**config.mk**
```make
export PLATFORM = sky130hd
export DESIGN_NAME = reg_file
export DESIGN_NICKNAME = d
export VERILOG_FILES = /design/src/rtl/reg_file.sv
export SDC_FILE = /design/constraint.sdc
export NUM_CORES = 1
export LEC_CHECK = 0
export BUFFER_PORTS_ARGS = -buffer_cell sky130_fd_sc_hd__buf_4
export CAP_MARGIN = 40
export CORE_MARGIN = 2
export CORE_UTILIZATION = 55
export DETAILED_ROUTE_END_ITERATION = 16
export GPL_TIMING_DRIVEN = 0
export HOLD_SLACK_MARGIN = 0.06
export PLACE_DENSITY = 0.76
export SLEW_MARGIN = 20
export SYNTH_ARGS = -nofsm -noshare
export SYNTH_HDL_FRONTEND = slang
export SYNTH_SLANG_ARGS = --single-unit
```
**constraint.sdc**
```tcl
create_clock -name clk -period 1.8 [get_ports clk]
set_clock_uncertainty 0.2 [all_clocks]
set_input_delay 0.18 -clock clk [delete_from_list [all_inputs] [get_ports clk]]
set_output_delay 0.18 -clock clk [all_outputs]
set_load 0.02 [all_outputs]
```
**src/rtl/reg_file.sv**
```systemverilog
// reg_file: 2**ADDR_WIDTH x DATA_WIDTH registers; ports clk, reset (sync, high, clears all), WA/data_in/write_enable (clocked write), RA1/RA2 -> data_out1/data_out2 (combinational reads, no bypass)
module reg_file #(
  parameter int DATA_WIDTH = 8,
  parameter int ADDR_WIDTH = 4
) (
  input  logic [ADDR_WIDTH-1:0] RA1,
  input  logic [ADDR_WIDTH-1:0] RA2,
  input  logic [ADDR_WIDTH-1:0] WA,
  input  logic [DATA_WIDTH-1:0] data_in,
  input  logic                  clk,
  input  logic                  reset,
  input  logic                  write_enable,
  output logic [DATA_WIDTH-1:0] data_out1,
  output logic [DATA_WIDTH-1:0] data_out2
);
  localparam int DEPTH = 2**ADDR_WIDTH;
  logic [DATA_WIDTH-1:0] regs [DEPTH];
  always_ff @(posedge clk)
    if (reset)
      for (int i = 0; i < DEPTH; i++) regs[i] <= '0;
    else if (write_enable)
      regs[WA] <= data_in;
  assign data_out1 = regs[RA1];
  assign data_out2 = regs[RA2];
endmodule

```
==> results.toml, run 1 <==
[outcome]
status = "finished, violations left"
failed_checks = "negative setup slack"

[cts]
htreeDepth = 4
cts.clk_slew.worst_paths_ns = 0.06
cts_buffer_depth = 2
cts.sinks = 128
tritoncts = "done"
cts-root-buf = "clkbuf_16"
cts_buffers = 17

[final_layout]
mostFrequentLayoutCells = "130 x and2_1, 128 x edfxtp_1, 64 x mux4_2"
multiInputGateArea_sq_um = 3040
drive_gt1_frac = 0.373
final_nets = 534
n_antenna_cell = 0
fin_cells = 691
fillers = 813
largest_reg_flops = 128
ff_latch_area_sq_um = 3840
top_register = "regs"
syn2layout_area_growth_pct = 20.9
top_regs = "regs (128)"
layout.cells.most_common = "and2_1"
final_area_sq_um = 8230
utilization = 0.682

[grt]
met2_usage = 0.470
antenna_found_initial = 0
grt-ovfl-total = 0
use_met1 = 0.398
grtUsageMet3 = 0.0648
busiest_layer = "met2"
grt_max_degree = 17
grt_pass1_vias = 4514
grt_pass1_wl_microns = 27000
globalRouteTotalUtil = 0.295

[floorplan]
die_h_microns = 115
start_util = 0.564
io_pins = 39
rows = 40
die_area_sq_um = 13300
die_w_microns = 115
coreArea_sq_um = 12100

[logic_synthesis]
synthCells = 445
synth_nets = 468
yosysSeqAreaShare = 0.565
synth_cell_types = 19
mappedNetlistArea_sq_um = 6800
ys_warn_count = 0
synth_seq_cells = 128
avgSynthCellArea_sq_um = 15.3

[sta]
post-route-min-period_ns = 2.26
fin_crit_sh = 1.25
finalSetupViolCount = 16
rsz0062_at_grt = "yes"
slew_headroom = 0.453
hold_viol = 0
hold_slack_ns = 0.149
timing.fmax_ghz = 0.443
worst_slack_ns = -0.459
tns_ns = -6.13
slew_viol_final = 0
worstMarginPinSlew_ns = 0.817

[run]
maxCapViolations = 0

[pwr]
p_int_mw = 6.08
vdd_drop_max_uv = 516
p_leak_nw = 2.86
switchingPower_mw = 1.89
clock_power_share = 0.423
combPwrFrac = 0.132
power.density_nw_per_um2 = 969
seq_power_share = 0.445
swShare = 0.237

[routing]
num_vias = 4374
detail_route.vias_per_cell = 6.33
final_antenna_net_count = 0
drt_iter0_markers = 409
routed_wl_microns = 18100
drc = 0
firstDrtPassIters = 5
drt-wirelength-per-cell_microns = 26.3

[setup_path]
worstSetupStartpointType = "flop"
endpoint = "data_out1[7]"
worstPathArrival_ns = 1.88
cp-startpoint = "regs[6][7]"
worstSetupPathType = "reg2out"
worstSetupEndpointType = "output pin"
critical_path.max_fanout = 2
required_ns = 1.42

[worst_hold_path]
hold_depth = 3
hold_class = "in2reg"

[placed_design]
hpwl_microns = 12600
place_congestion = 0.915
placed_cell_area_sq_um = 7290
dp.cells = 649
port_buffers = 36
routing by layer:
layer | vias to the layer above | routed length, microns
met5 | - | 0
met4 | 0 | 600
met3 | 34 | 1680
met2 | 246 | 9030
met1 | 2239 | 6830
li1 | 1855 | -
synth_stat cells:
cell / count / area [sq um]
a22oi_1: 32 / 240
and2_1: 130 / 813
buf_1: 7 / 26.3
buf_2: 4 / 20.0
buf_4: 4 / 30.0
clkbuf_1: 15 / 56.3
edfxtp_1: 128 / 3840
mux4_2: 64 / 1440
nand2_1: 17 / 63.8
nand2b_1: 2 / 12.5
nand4b_1: 1 / 8.76
nand4bb_1: 2 / 22.5
nor2_1: 11 / 41.3
nor2_2: 3 / 18.8
nor2b_1: 4 / 25.0
nor3_1: 3 / 15.0
nor3_2: 1 / 10.0
or2_2: 16 / 100
or4b_4: 1 / 13.8
how the worst min path moves through the flow:
stage                from     endpoint
2_1_floorplan  data_in[7]   regs[0][7]
4_1_cts             WA[1]   regs[0][4]
3_5_place_dp   data_in[7]   regs[4][7]
6_report            WA[1]  regs[12][3]
3_3_place_gp   data_in[7]   regs[5][7]
5_1_grt             WA[1]  regs[12][1]
logic make-up after synthesis:
| kind of cell | share of synthesized area |
|---|---|
| DFF | 0.565 |
| buffers and inverters | 0.0195 |
| and+or+nand+nor | 0.168 |
| muxes | 0.212 |
| AOI/OAI and AO/OA | 0.0353 |
power groups by stage:
stage	registers, mW	clock network [mW]	logic (mW)
2_1_floorplan	3.56	0	0.589
3_3_place_gp	3.58	0	0.911
3_5_place_dp	3.60	0	0.930
4_1_cts	3.54	3.37	1.03
5_1_grt	3.56	3.50	1.10
6_report	3.55	3.37	1.05
area by class of cell:
| cell class | instances | area share |
|---|---|---|
| Buffer | 30 | 0.0170 |
| Sequential cell | 128 | 0.467 |
| Clock buffer | 18 | 0.0522 |
| Multi-Input combinational cell | 287 | 0.369 |
| Tap cell | 168 | 0.0256 |
| Clock inverter | 13 | 0.0178 |
| Timing Repair Buffer | 47 | 0.0513 |
stage by stage:
stage | total power [mW] | setup WS, ns
finish | 7.97 | -0.459
global route | 8.17 | -0.483
CTS | 7.94 | -0.417
detailed placement | 4.53 | -0.714
global placement | 4.49 | -1.01
floorplan | 4.15 | 0.0348
critical path, stage by stage (launching register included):
cell	delay [ns]
edfxtp_1	0.42
mux4_2	0.51
a22oi_2	0.27
nand2_2	0.11
buf_6	0.15
repair_timing:
action                     CTS  global route
pin swaps                   17             6
setup endpoints to repair   72            83
hold buffers                 8             0
hold endpoints to repair    48             0
gates resized for setup     43            16
cloned                       0             0
buffers inserted             1             1
No activity file was read; power rests on OpenSTA's default activity.
==> inputs of run 2 (changes only) <==
GPL_TIMING_DRIVEN = 1   (was 0)
REMOVE_ABC_BUFFERS = 1   (was not set)
==> results.toml, run 2 (synthesis results as in run 1) <==
[grt]
antenna_found_initial = 0
globalRouteTotalUtil = 0.285
grt_max_degree = 21
grt_pass1_wl_microns = 26600
grt-ovfl-total = 0
grt_pass1_vias = 4502

[placed_design]
hpwl_microns = 12300
dp_slack_ns = -0.183
port_buffers = 38
place_congestion = 0.862
placed_cell_area_sq_um = 7600

[final_layout]
fillers = 762
mostFrequentLayoutCells = "130 x and2_1, 128 x edfxtp_1, 64 x mux4_2"
top_regs = "regs (128)"
syn2layout_area_growth_pct = 25.0
multiInputGateArea_sq_um = 2950
layout.cells.most_common = "and2_1"
n_antenna_cell = 0
final_area_sq_um = 8510
ff_latch_area_sq_um = 3840
final_nets = 549
largest_reg_flops = 128
drive_gt1_frac = 0.419
top_register = "regs"

[sta]
worst_slack_ns = -0.407
slew_viol_final = 0
timing.fmax_ghz = 0.453
hold_viol = 0
finalSetupViolCount = 16
rsz0062_at_grt = "yes"
post-route-min-period_ns = 2.21
slew_headroom = 0.415
hold_slack_ns = 0.152
worstMarginPinSlew_ns = 0.876
tns_ns = -5.82
fin_crit_sh = 1.23

[routing]
drc = 0
drt_iter0_markers = 426
routed_wl_microns = 17800
detail_route.vias_per_cell = 6.17
num_vias = 4363
drt-wirelength-per-cell_microns = 25.1
final_antenna_net_count = 0
firstDrtPassIters = 5

[pwr]
seq_power_share = 0.432
vdd_drop_max_uv = 583
combPwrFrac = 0.133
p_int_mw = 6.30
swShare = 0.233
switchingPower_mw = 1.92
p_leak_nw = 3.07
power.density_nw_per_um2 = 966
clock_power_share = 0.435

[floorplan]
die_w_microns = 115
io_pins = 39
die_h_microns = 115
start_util = 0.564
coreArea_sq_um = 12100
rows = 40
die_area_sq_um = 13300

[setup_path]
critical_path.max_fanout = 2
worstPathArrival_ns = 1.83
required_ns = 1.42
worstSetupPathType = "reg2out"
worstSetupStartpointType = "flop"
worstSetupEndpointType = "output pin"

[cts]
cts_buffer_depth = 2
htreeDepth = 4
cts_setup_buffers = 0
cts.sinks = 128
cts-root-buf = "clkbuf_16"
cts.clk_slew.worst_paths_ns = 0.06
tritoncts = "done"
cts_buffers = 17

[outcome]
failed_checks = "negative setup slack"
status = "finished, violations left"

[run]
maxCapViolations = 0

[worst_hold_path]
hold_class = "in2reg"
[run 2: cell count changes in the layout (fill, tap and decap cells not counted), moves of 5 or more]
cell / before / now
buf_4: 32 / 59
clkbuf_1: 16 / 0
buf_12: 0 / 9
nor2_1: 2 / 11
a22oi_1: 13 / 8
a22oi_2: 19 / 24
buf_1: 5 / 0
nor2_4: 5 / 0
[run 2: per-layer routing]
layer | up-vias | GRT usage | wire [microns]
met1 | 2227 | 0.361 | 6600
met2 | 205 | 0.475 | 9280
met4 | 0 | 0.158 | 825
met3 | 46 | 0.0453 | 1070
met5 | - | 0 | 0
li1 | 1885 | - | -
[run 2: repair_timing]
| action | in CTS | in global routing |
|---|---|---|
| gates resized for setup | 32 | 9 |
| setup endpoints to repair | 16 | 16 |
| pin swaps | 25 | 4 |
| hold buffers | 8 | 0 |
| hold endpoints to repair | 125 | 0 |
[run 2: worst paths after layout]
kind	endpoint	cells after the start	slack, ns	start
setup / recovery	data_out1[3]	4	-0.41	regs[11][3]
hold / removal	regs[2][7]	3	0.15	reset
[run 2: power by group through the flow]
stage / clock [mW] / sequential [mW] / combinational, mW
after floorplan: 0 / 3.56 / 0.507
after global placement: 0 / 3.59 / 0.954
after detailed placement: 0 / 3.61 / 0.968
after CTS: 3.58 / 3.55 / 1.06
after global routing: 3.69 / 3.57 / 1.14
final: 3.57 / 3.55 / 1.09
[run 2: final cells by class]
| cell class | instances | area share |
|---|---|---|
| flip-flops and latches | 128 | 0.452 |
| multi-input cells | 287 | 0.347 |
| repair buffers | 92 | 0.104 |
| clock buffers | 17 | 0.0500 |
| well taps | 168 | 0.0247 |
| clock inverters | 15 | 0.0228 |
[run 2: worst max-delay path, stage by stage (launching register included)]
cell and delay (ns):
edfxtp_1 0.44, mux4_2 0.53, a22oi_2 0.22, nand2_1 0.09, buf_6 0.14
[run 2: metrics by stage]
step	std cells	utilization	power, mW
2_1_floorplan	415	-	4.06
3_3_place_gp	664	0.630	4.55
3_5_place_dp	664	0.630	4.57
4_1_cts	704	0.700	8.19
5_1_grt	707	0.705	8.40
6_report	707	0.705	8.22
==> inputs of run 3 (changes only) <==
RECOVER_POWER = 50   (was not set)
==> results.toml, run 3 (synthesis results as in run 1) <==
[floorplan]
die_h_microns = 115
die_w_microns = 115
io_pins = 39
rows = 40
coreArea_sq_um = 12100
start_util = 0.564
die_area_sq_um = 13300

[grt]
grt_max_degree = 21
grt-ovfl-total = 0
grt_pass1_vias = 4502
antenna_found_initial = 0
globalRouteTotalUtil = 0.285
grt_pass1_wl_microns = 26600

[cts]
cts.sinks = 128
cts.clk_slew.worst_paths_ns = 0.05
cts_setup_buffers = 0
tritoncts = "done"
cts_buffer_depth = 2
htreeDepth = 4
cts_buffers = 17
cts-root-buf = "clkbuf_16"

[setup_path]
worstSetupPathType = "reg2out"
critical_path.max_fanout = 2
worstSetupStartpointType = "flop"
worstPathArrival_ns = 1.83
required_ns = 1.42
worstSetupEndpointType = "output pin"
cp-startpoint = "regs[11][3]"

[routing]
drt-wirelength-per-cell_microns = 25.1
drt_iter0_markers = 416
final_antenna_net_count = 0
firstDrtPassIters = 5
num_vias = 4362
routed_wl_microns = 17700
drc = 0
detail_route.vias_per_cell = 6.17

[final_layout]
syn2layout_area_growth_pct = 23.9
largest_reg_flops = 128
utilization = 0.699
final_nets = 549
drive_gt1_frac = 0.373
mostFrequentLayoutCells = "128 x edfxtp_1, 75 x and2_1, 64 x mux4_2"
fin_cells = 707
layout.cells.most_common = "edfxtp_1"
n_antenna_cell = 0
top_register = "regs"
top_regs = "regs (128)"

[sta]
finalSetupViolCount = 16
post-route-min-period_ns = 2.21
worst_slack_ns = -0.409
hold_viol = 0
fin_crit_sh = 1.23
tns_ns = -5.80
timing.fmax_ghz = 0.453
hold_slack_ns = 0.219
slew_headroom = 0.418
rsz0062_at_grt = "yes"
slew_viol_final = 0
worstMarginPinSlew_ns = 0.872

[placed_design]
hpwl_microns = 12300
place_congestion = 0.862
port_buffers = 38
dp.cells = 664

[worst_hold_path]
hold_start = "WA[1]"
hold_class = "in2reg"

[run]
maxCapViolations = 0

[pwr]
vdd_drop_max_uv = 597
p_total_mw = 8.20
power.density_nw_per_um2 = 973
p_leak_nw = 2.93

[outcome]
status = "finished, violations left"
failed_checks = "negative setup slack"
-- run 3: worst paths after layout --
kind,to,depth (start not counted),slack (ns)
worst max-delay path,data_out1[3],4,-0.41
worst min-delay path,regs[0][2],4,0.22
-- run 3: report_power, final --
group	internal, mW	switching [mW]	leakage, nW
clock	2.31	1.26	0.298
sequential	3.46	0.0990	1.22
combinational	0.534	0.548	1.41
total	6.29	1.91	2.93
-- run 3: repair_timing --
item / in CTS / in global routing
setup endpoints to repair: 16 / 16
endpoints found under the hold margin: 125 / 0
hold buffers: 8 / 0
gates resized for setup: 32 / 9
pin swaps: 25 / 4
-- run 3: final cells by class --
cell class	count	area, sq um
well taps	168	210
multi-input cells	287	2940
clock buffers	17	425
fillers	795	3640
repair buffers	92	812
clock inverters	15	194
flip-flops and latches	128	3840
-- run 3: per-stage QoR --
stage | instance area (sq um) | worst slack (ns)
floorplan | 6670 | 0.0591
global placement | 7600 | -0.192
detailed placement | 7600 | -0.183
CTS | 8440 | -0.387
global route | 8430 | -0.447
finish | 8430 | -0.409
-- run 3: layer usage --
metal  up-vias  wire (microns)  global-route usage
li1       1882               -                   -
met1      2211            6580               0.361
met2       226            9140               0.475
met3        43            1160              0.0453
met4         0             834               0.158
met5         -               0                   0
-- run 3: worst max-delay path: stages, from the launching register on --
cell and delay [ns]:
edfxtp_1 0.43, mux4_2 0.53, a22oi_2 0.23, nand2_1 0.09, buf_6 0.14
